==> config.mk <==
export PLATFORM = sky130hd
export DESIGN_NAME = mcs4_pad_ctrl
export DESIGN_NICKNAME = d
export VERILOG_FILES = /design/src/rtl/mcs4_pad_pkg.sv /design/src/rtl/mcs4_sync_bus.sv /design/src/rtl/mcs4_pad_ctrl.sv
export SDC_FILE = /design/constraint.sdc
export NUM_CORES = 1
export LEC_CHECK = 0
export CORE_ASPECT_RATIO = 0.6
export CORE_MARGIN = 2
export CORE_UTILIZATION = 45
export CTS_BUF_LIST = sky130_fd_sc_hd__clkbuf_4 sky130_fd_sc_hd__clkbuf_8
export DETAILED_ROUTE_END_ITERATION = 10
export PLACE_DENSITY = 0.84
export SYNTH_ARGS = -nofsm -noshare
export SYNTH_HDL_FRONTEND = slang
export SYNTH_SLANG_ARGS = --single-unit
export TNS_END_PERCENT = 20
==> constraint.sdc <==
create_clock -name sysclk -period 3 [get_ports sysclk]
set_clock_uncertainty 0.15 [all_clocks]
set_input_delay 0.3 -clock sysclk [delete_from_list [all_inputs] [get_ports sysclk]]
set_output_delay 0.3 -clock sysclk [all_outputs]
set_load 0.01 [all_outputs]
==> src/rtl/mcs4_pad_pkg.sv <==
// Shared definitions for the MCS-4 pad-ring controller.
// Holds the controller state encoding and the default parameter values
// used by mcs4_pad_ctrl. No ports.
package mcs4_pad_pkg;

    // The encodings are visible on state_dbg, so they are fixed explicitly.
    // ST_ILLEGAL is never entered; if it shows up, the FSM recovers via HOLD.
    typedef enum logic [1:0] {
        ST_RESET   = 2'd0,
        ST_HOLD    = 2'd1,
        ST_RUN     = 2'd2,
        ST_ILLEGAL = 2'd3
    } pad_state_e;

    localparam int DEF_N_POUT      = 10;
    localparam int DEF_N_IO        = 8;
    localparam int DEF_SYNC_STAGES = 2;
    localparam int DEF_FILT_CYCLES = 4;
    localparam int DEF_HOLD_CYCLES = 16;

endpackage

==> src/rtl/mcs4_sync_bus.sv <==
// W-bit multi-flop synchroniser for signals arriving asynchronously from
// the pad cells. Each bit is synchronised on its own, so a multi-bit bus is
// only coherent if the source holds it stable for several cycles.
// Ports:
//   clk    in  1  sampling clock
//   rst_n  in  1  asynchronous active-low reset, clears every stage
//   d_i    in  W  asynchronous input
//   q_o    out W  synchronised output, STAGES edges after d_i
module mcs4_sync_bus #(
    parameter int W      = 1,
    parameter int STAGES = 2
) (
    input  logic         clk,
    input  logic         rst_n,
    input  logic [W-1:0] d_i,
    output logic [W-1:0] q_o
);

    logic [W-1:0] stage_q [STAGES];

    always_ff @(posedge clk or negedge rst_n) begin
        if (!rst_n) begin
            for (int i = 0; i < STAGES; i++) begin
                stage_q[i] <= '0;
            end
        end else begin
            stage_q[0] <= d_i;
            for (int i = 1; i < STAGES; i++) begin
                stage_q[i] <= stage_q[i-1];
            end
        end
    end

    assign q_o = stage_q[STAGES-1];

endmodule

==> src/rtl/mcs4_pad_ctrl.sv <==
// Pad-ring controller between the MCS-4 core and the PADDI/PADDO pad cells.
// - Synchronises and glitch-filters the CLEAR pad input.
// - Sequences core reset: RESET -> HOLD (HOLD_CYCLES clean cycles) -> RUN.
// - Registers every pad-bound output and forces safe values outside RUN.
// - Synchronises the IO pad receivers back to the core.
// Ports:
//   sysclk        in   1       system clock, rising edge
//   poc_n         in   1       power-on clear, asynchronous, active-low
//   clear_pad_in  in   1       raw CLEAR from pad, async to sysclk
//   core_clear    out  1       core reset, active-high (state != RUN)
//   ready         out  1       1 while in RUN
//   state_dbg     out  2       current FSM state encoding
//   core_p_out    in   N_POUT  core output data
//   core_io_out   in   N_IO    core IO output data
//   core_io_oe    in   N_IO    core IO output enable, 1 = drive
//   core_io_in    out  N_IO    synchronised IO pad input to core
//   pad_p_out     out  N_POUT  to output pad cells
//   pad_io_a      out  N_IO    to IO pad cell data input
//   pad_io_oe     out  N_IO    to IO pad cell enable
//   pad_io_y      in   N_IO    from IO pad cell receiver
module mcs4_pad_ctrl
    import mcs4_pad_pkg::*;
#(
    parameter int                N_POUT      = DEF_N_POUT,
    parameter int                N_IO        = DEF_N_IO,
    parameter int                SYNC_STAGES = DEF_SYNC_STAGES,
    parameter int                FILT_CYCLES = DEF_FILT_CYCLES,
    parameter int                HOLD_CYCLES = DEF_HOLD_CYCLES,
    parameter logic [N_POUT-1:0] SAFE_P      = '0
) (
    input  logic              sysclk,
    input  logic              poc_n,
    input  logic              clear_pad_in,
    output logic              core_clear,
    output logic              ready,
    output logic [1:0]        state_dbg,
    input  logic [N_POUT-1:0] core_p_out,
    input  logic [N_IO-1:0]   core_io_out,
    input  logic [N_IO-1:0]   core_io_oe,
    output logic [N_IO-1:0]   core_io_in,
    output logic [N_POUT-1:0] pad_p_out,
    output logic [N_IO-1:0]   pad_io_a,
    output logic [N_IO-1:0]   pad_io_oe,
    input  logic [N_IO-1:0]   pad_io_y
);

    localparam int FW = $clog2(FILT_CYCLES + 1);
    localparam int HW = $clog2(HOLD_CYCLES + 1);
    localparam logic [FW-1:0] FILT_LAST = FW'(FILT_CYCLES - 1);
    localparam logic [HW-1:0] HOLD_LAST = HW'(HOLD_CYCLES - 1);

    // ---------------------------------------------------------------
    // Input synchronisers
    // ---------------------------------------------------------------
    logic clr_s;

    mcs4_sync_bus #(.W(1), .STAGES(SYNC_STAGES)) u_sync_clr (
        .clk   (sysclk),
        .rst_n (poc_n),
        .d_i   (clear_pad_in),
        .q_o   (clr_s)
    );

    mcs4_sync_bus #(.W(N_IO), .STAGES(SYNC_STAGES)) u_sync_io (
        .clk   (sysclk),
        .rst_n (poc_n),
        .d_i   (pad_io_y),
        .q_o   (core_io_in)
    );

    // ---------------------------------------------------------------
    // CLEAR glitch filter: clr_f follows clr_s only after FILT_CYCLES
    // consecutive samples that disagree with it. Any agreeing sample
    // restarts the count, so short pulses are dropped.
    // ---------------------------------------------------------------
    logic          clr_f_q;
    logic [FW-1:0] filt_cnt_q;

    always_ff @(posedge sysclk or negedge poc_n) begin
        if (!poc_n) begin
            clr_f_q    <= 1'b0;
            filt_cnt_q <= '0;
        end else if (clr_s == clr_f_q) begin
            filt_cnt_q <= '0;
        end else if (filt_cnt_q == FILT_LAST) begin
            clr_f_q    <= ~clr_f_q;
            filt_cnt_q <= '0;
        end else begin
            filt_cnt_q <= filt_cnt_q + FW'(1);
        end
    end

    // ---------------------------------------------------------------
    // Reset sequencer. Next state is decoded here so the output
    // registers can switch to core data on the very edge RUN is entered
    // and back to safe values on the edge it is left.
    // ---------------------------------------------------------------
    pad_state_e    state_q, state_d;
    logic [HW-1:0] hold_cnt_q, hold_cnt_d;

    always_comb begin
        state_d    = state_q;
        hold_cnt_d = hold_cnt_q;
        case (state_q)
            ST_RESET: begin
                state_d    = ST_HOLD;
                hold_cnt_d = '0;
            end
            ST_HOLD: begin
                // clr_f takes priority, so a CLEAR arriving on the
                // completing edge restarts the hold instead of releasing.
                if (clr_f_q) begin
                    hold_cnt_d = '0;
                end else if (hold_cnt_q == HOLD_LAST) begin
                    state_d = ST_RUN;
                end else begin
                    hold_cnt_d = hold_cnt_q + HW'(1);
                end
            end
            ST_RUN: begin
                if (clr_f_q) begin
                    state_d    = ST_HOLD;
                    hold_cnt_d = '0;
                end
            end
            default: begin
                state_d    = ST_HOLD;
                hold_cnt_d = '0;
            end
        endcase
    end

    logic [N_POUT-1:0] p_out_q;
    logic [N_IO-1:0]   io_a_q;
    logic [N_IO-1:0]   io_oe_q;

    always_ff @(posedge sysclk or negedge poc_n) begin
        if (!poc_n) begin
            state_q    <= ST_RESET;
            hold_cnt_q <= '0;
            p_out_q    <= SAFE_P;
            io_a_q     <= '0;
            io_oe_q    <= '0;
        end else begin
            state_q    <= state_d;
            hold_cnt_q <= hold_cnt_d;
            if (state_d == ST_RUN) begin
                p_out_q <= core_p_out;
                // Data is zeroed on undriven bits so the pad cell input
                // never toggles while its driver is off.
                io_a_q  <= core_io_out & core_io_oe;
                io_oe_q <= core_io_oe;
            end else begin
                p_out_q <= SAFE_P;
                io_a_q  <= '0;
                io_oe_q <= '0;
            end
        end
    end

    // Decoded from the registered state only, so both are glitch-free.
    assign core_clear = (state_q != ST_RUN);
    assign ready      = (state_q == ST_RUN);
    assign state_dbg  = state_q;

    assign pad_p_out  = p_out_q;
    assign pad_io_a   = io_a_q;
    assign pad_io_oe  = io_oe_q;

endmodule

==> flow_summary.html <==
<table>
<tr><th>Metric</th><th>Value</th></tr>
<tr><th colspan="2">Power and ir drop</th></tr>
<tr><td>Cell Pwr Density</td><td>555 nW/um^2</td></tr>
<tr><td>Static leakage</td><td>between 1 and 1.5 nW</td></tr>
<tr><td>IR drop worst, VDD</td><td>between 0.2 and 0.3 mV</td></tr>
<tr><td>Post-layout power</td><td>1.56 mW</td></tr>
<tr><th colspan="2">Setup path</th></tr>
<tr><td>Worst-path maximum fanout</td><td>26</td></tr>
<tr><td>R2R Path End</td><td>pad_io_a[2]</td></tr>
<tr><td>Logic depth of the worst register-to-register path</td><td>8</td></tr>
<tr><td>Endpoint required time on the critical path</td><td>a little over 3000 ps</td></tr>
<tr><td>Type of element launching the critical path</td><td>register</td></tr>
<tr><td>Reg-to-Reg Start</td><td>hold_cnt_q[0]</td></tr>
<tr><td>Cell with the largest stage delay on the worst path</td><td>sky130_fd_sc_hd__dfrtp_1</td></tr>
<tr><td>Slack of the worst reg-to-reg path</td><td>about 650 ps</td></tr>
<tr><td>Critical setup path kind</td><td>register to register</td></tr>
<tr><td>Highest cell delay on the worst timing path</td><td>around 400 ps</td></tr>
<tr><td>CP Launch Point</td><td>hold_cnt_q[0]</td></tr>
<tr><td>Worst endpoint data arrival time</td><td>about 2400 ps</td></tr>
<tr><td>Worst setup path endpoint</td><td>pad_io_a[2]</td></tr>
<tr><td>Critical path cell sequence</td><td>ha_1 &gt; and3_1 &gt; ha_1 &gt; nand2_1 &gt; or2_1 &gt; a221oi_4 &gt; buf_4 &gt; and3_1</td></tr>
<tr><td>Capturing element type of the critical path</td><td>register</td></tr>
<tr><th colspan="2">Final layout</th></tr>
<tr><td>Area Overhead vs Synth</td><td>43.6%</td></tr>
<tr><td>Fraction of final layout cells sized beyond drive strength 1</td><td>0.0561</td></tr>
<tr><td>Number of antenna diodes</td><td>0</td></tr>
<tr><td>Total number of nets in the final design</td><td>256</td></tr>
<tr><th colspan="2">Timing</th></tr>
<tr><td>Relative slew margins</td><td>0.525</td></tr>
<tr><td>Worst setup margin</td><td>approximately 650 ps</td></tr>
<tr><td>RSZ-0062 raised after global routing</td><td>false</td></tr>
<tr><td>Number of hold-slack violations in the final timing report</td><td>0</td></tr>
<tr><td>Transition at the pin with the smallest max-transition slack</td><td>about 700 ps</td></tr>
<tr><td>Final critical-path share of the clock period</td><td>0.783</td></tr>
<tr><td>FMAX</td><td>~430 MHz</td></tr>
<tr><td>Final critical path time including I/O delays and setup</td><td>roughly 2300 ps</td></tr>
<tr><td>Final Max Slew Viols</td><td>0</td></tr>
<tr><td>Endpoints failing setup</td><td>0</td></tr>
<tr><td>Setup TNS Final</td><td>0 ps</td></tr>
<tr><th colspan="2">Hold path</th></tr>
<tr><td>Number of cells on the worst hold path</td><td>0</td></tr>
<tr><td>Class of the tightest hold or removal check</td><td>register to register</td></tr>
<tr><td>Hold path startpoint</td><td>u_sync_io.stage_q[14]</td></tr>
<tr><th colspan="2">Global routing</th></tr>
<tr><td>Largest net degree at the start of global routing</td><td>34</td></tr>
<tr><td>Total routing usage reported by global routing</td><td>0.161</td></tr>
<tr><td>Number of antenna violations at the first check in global routing</td><td>0</td></tr>
<tr><td>Global-route congestion overflow total</td><td>0</td></tr>
<tr><td>First-pass GRT wire length</td><td>approximately 5.8 mm</td></tr>
<tr><td>Vias in the first global route</td><td>between 1,000 and 1,500</td></tr>
<tr><th colspan="2">Synth</th></tr>
<tr><td>Unique cell type count in the Yosys netlist</td><td>30</td></tr>
<tr><td>Synthesized area</td><td>1960 sq um</td></tr>
<tr><td>Net count of the mapped netlist</td><td>about 180</td></tr>
<tr><td>Async set or reset register ratio after synthesis</td><td>1.00</td></tr>
<tr><td>Count of flip-flops with a built-in enable after synthesis</td><td>0</td></tr>
<tr><td>Yosys reg bits</td><td>55</td></tr>
<tr><td>Most common cell in the synthesized netlist</td><td>sky130_fd_sc_hd__dfrtp_1</td></tr>
<tr><td>Cell taking the most area after synthesis</td><td>sky130_fd_sc_hd__dfrtp_1</td></tr>
<tr><td>Average size of a mapped cell</td><td>between 10 and 15 sq um</td></tr>
<tr><td>Mapped Cells</td><td>142</td></tr>
<tr><td>Top post-synthesis cells by count</td><td>55 x sky130_fd_sc_hd__dfrtp_1, 18 x sky130_fd_sc_hd__and2_1, 9 x sky130_fd_sc_hd__and3_1, 9 x sky130_fd_sc_hd__buf_4, 6 x sky130_fd_sc_hd__nor2_1</td></tr>
<tr><td>Prevailing post-synth register cell</td><td>sky130_fd_sc_hd__dfrtp_1</td></tr>
<tr><td>Top area cells in the synthesized netlist</td><td>sky130_fd_sc_hd__dfrtp_1 70%, sky130_fd_sc_hd__and2_1 5.7%, sky130_fd_sc_hd__buf_4 3.4%</td></tr>
<tr><td>Area share of the leading cell type in the synthesized netlist</td><td>0.702</td></tr>
<tr><td>Proportion of synthesized chip area in sequential cells</td><td>0.702</td></tr>
<tr><td>Warnings from Yosys</td><td>0</td></tr>
<tr><th colspan="2">Die</th></tr>
<tr><td>I/O Pins</td><td>75</td></tr>
<tr><td>Starting density of the core</td><td>0.473</td></tr>
<tr><td>Area of the core</td><td>4140 sq um</td></tr>
<tr><td>Die boundary height</td><td>about 55 microns</td></tr>
<tr><td>Die W</td><td>around 89 microns</td></tr>
<tr><td>Die area</td><td>4920 sq um</td></tr>
<tr><td># rows</td><td>18</td></tr>
<tr><th colspan="2">Clock network</th></tr>
<tr><td>Number of clock sinks</td><td>55</td></tr>
<tr><td>Clock tree buffer depth</td><td>2</td></tr>
<tr><td>Clock latency of the later-clocked register in the worst-skew pair</td><td>~300 ps</td></tr>
<tr><td>Clock slew at reported path FFs</td><td>about 90 ps</td></tr>
<tr><td>H-Tree Depth</td><td>2</td></tr>
<tr><td>TritonCTS clock tree</td><td>done</td></tr>
<tr><td>Buffers inserted during post-CTS setup optimization</td><td>0</td></tr>
<tr><td>Total of cells resized after clock tree synthesis</td><td>0</td></tr>
<tr><td>Number of buffers created by CTS</td><td>5</td></tr>
<tr><td>Cell at the root of the clock tree</td><td>sky130_fd_sc_hd__clkbuf_8</td></tr>
<tr><th colspan="2">Routing</th></tr>
<tr><td>Routed len/inst</td><td>approximately 13 microns</td></tr>
<tr><td>Post-DR vias/cell</td><td>between 4 and 5</td></tr>
<tr><td>WL final</td><td>roughly 3.6 mm</td></tr>
<tr><td>DRC marker count from the first detailed-route iteration</td><td>39</td></tr>
<tr><td>Count of antenna-violating nets left after detailed routing</td><td>0</td></tr>
<tr><td>Pre-Repair DR Iteration Count</td><td>4</td></tr>
<tr><td>Number of remaining DRC errors</td><td>0</td></tr>
<tr><td>Vias</td><td>1,247</td></tr>
<tr><th colspan="2">Placement</th></tr>
<tr><td>I/O Buffers</td><td>74</td></tr>
<tr><td>Worst setup slack after placement</td><td>665 ps</td></tr>
<tr><td>Hpwl dp</td><td>2.64 mm</td></tr>
<tr><td>GPL Wtd Cong</td><td>0.785</td></tr>
<tr><th colspan="2">Flow run</th></tr>
<tr><td>Number of max-capacitance violations reported</td><td>0</td></tr>
<tr><th colspan="2">Outcome</th></tr>
<tr><td>Run status</td><td>complete, no violations</td></tr>
</table>
==> critical path, delay by kind of cell, from the launching register on <==
kind | cells | cell delay, ps
and+or+nand+nor | 4 | 710
adders and majority gates | 2 | 440
DFF | 1 | 400
buffers and inverters | 1 | 270
AOI/OAI and AO/OA | 1 | 290
==> registers in the layout (all words and copies together) (netlist names) <==
signal              flops
pad_p_out              10
pad_io_a                8
pad_io_oe               8
u_sync_io.q_o           8
u_sync_io.stage_q       8
hold_cnt_q              5
filt_cnt_q              3
state_dbg               2
clr_f_q                 1
u_sync_clr.q_o          1
u_sync_clr.stage_q      1
==> repair_timing <==
action                                  CTS  global route
endpoints found under the hold margin    32             0
hold buffers                              1             0
endpoints found under the setup margin    0             0
==> per-layer routing <==
layer  share of wire  GRT usage  up-vias
li1                -          -      600
met1            0.45      0.208      591
met2            0.44      0.238       54
met3            0.10     0.0772        2
met4          0.0093     0.0597        0
met5               0          0        -
==> final cells by class <==
class	instances	area, sq um
fillers	336	1330
well taps	60	75.1
inverters	5	18.8
repair buffers	77	761
clock inverters	1	30.0
clock buffers	6	76.3
flip-flops and latches	55	1380
multi-input cells	70	478
==> cells by family (layout without fill, tap and decap cells) <==
family	after synthesis	after routing	synth area share
DFF	55	55	0.702
muxes	1	1	0.00574
and+or+nand+nor	49	49	0.147
adders and majority gates	5	5	0.0319
buffers and inverters	17	89	0.0542
xor gates and xnor gates	1	1	0.00447
AOI/OAI and AO/OA	14	14	0.0542
==> placed cells by master, fill, tap and decap left out, types with 2 or more instances in the layout <==
cell type / instances
sky130_fd_sc_hd__a21oi_1: 5
sky130_fd_sc_hd__a21o_1: 2
sky130_fd_sc_hd__and3_1: 9
sky130_fd_sc_hd__buf_4: 2
sky130_fd_sc_hd__nand2_1: 5
sky130_fd_sc_hd__clkbuf_8: 5
sky130_fd_sc_hd__nor2b_1: 3
sky130_fd_sc_hd__or3b_1: 2
sky130_fd_sc_hd__ha_1: 5
sky130_fd_sc_hd__inv_1: 5
sky130_fd_sc_hd__dfrtp_1: 55
sky130_fd_sc_hd__clkdlybuf4s50_1: 73
sky130_fd_sc_hd__and2_1: 18
sky130_fd_sc_hd__nor2_1: 6
==> where the power goes <==
group	switching (mW)	internal, mW	total (mW)	leakage, nW
clock	0.213	0.254	0.467	0.0547
combinational	0.116	0.140	0.256	0.538
sequential	0.0500	0.790	0.840	0.719
total	0.379	1.18	1.56	1.31
==> worst min-delay path by stage <==
stage | slack [ps] | to
after detailed placement | 190 | u_sync_io.q_o[5]
after floorplan | -150 | clr_f_q
final | 210 | u_sync_io.q_o[6]
after global placement | 180 | u_sync_io.q_o[5]
after global routing | 210 | u_sync_io.q_o[5]
after CTS | 210 | u_sync_io.q_o[5]
==> metrics by stage <==
stage                     instances  cell area [sq um]  utilization  hold WS [ps]
after floorplan                 142               1960            -          -146
after global placement          266               2700        0.651           181
after detailed placement        266               2700        0.651           186
after CTS                       274               2820        0.679           206
after global routing            274               2820        0.679           209
final                           274               2820        0.679           206
Note: power is estimated with default switching activity, not from simulation.
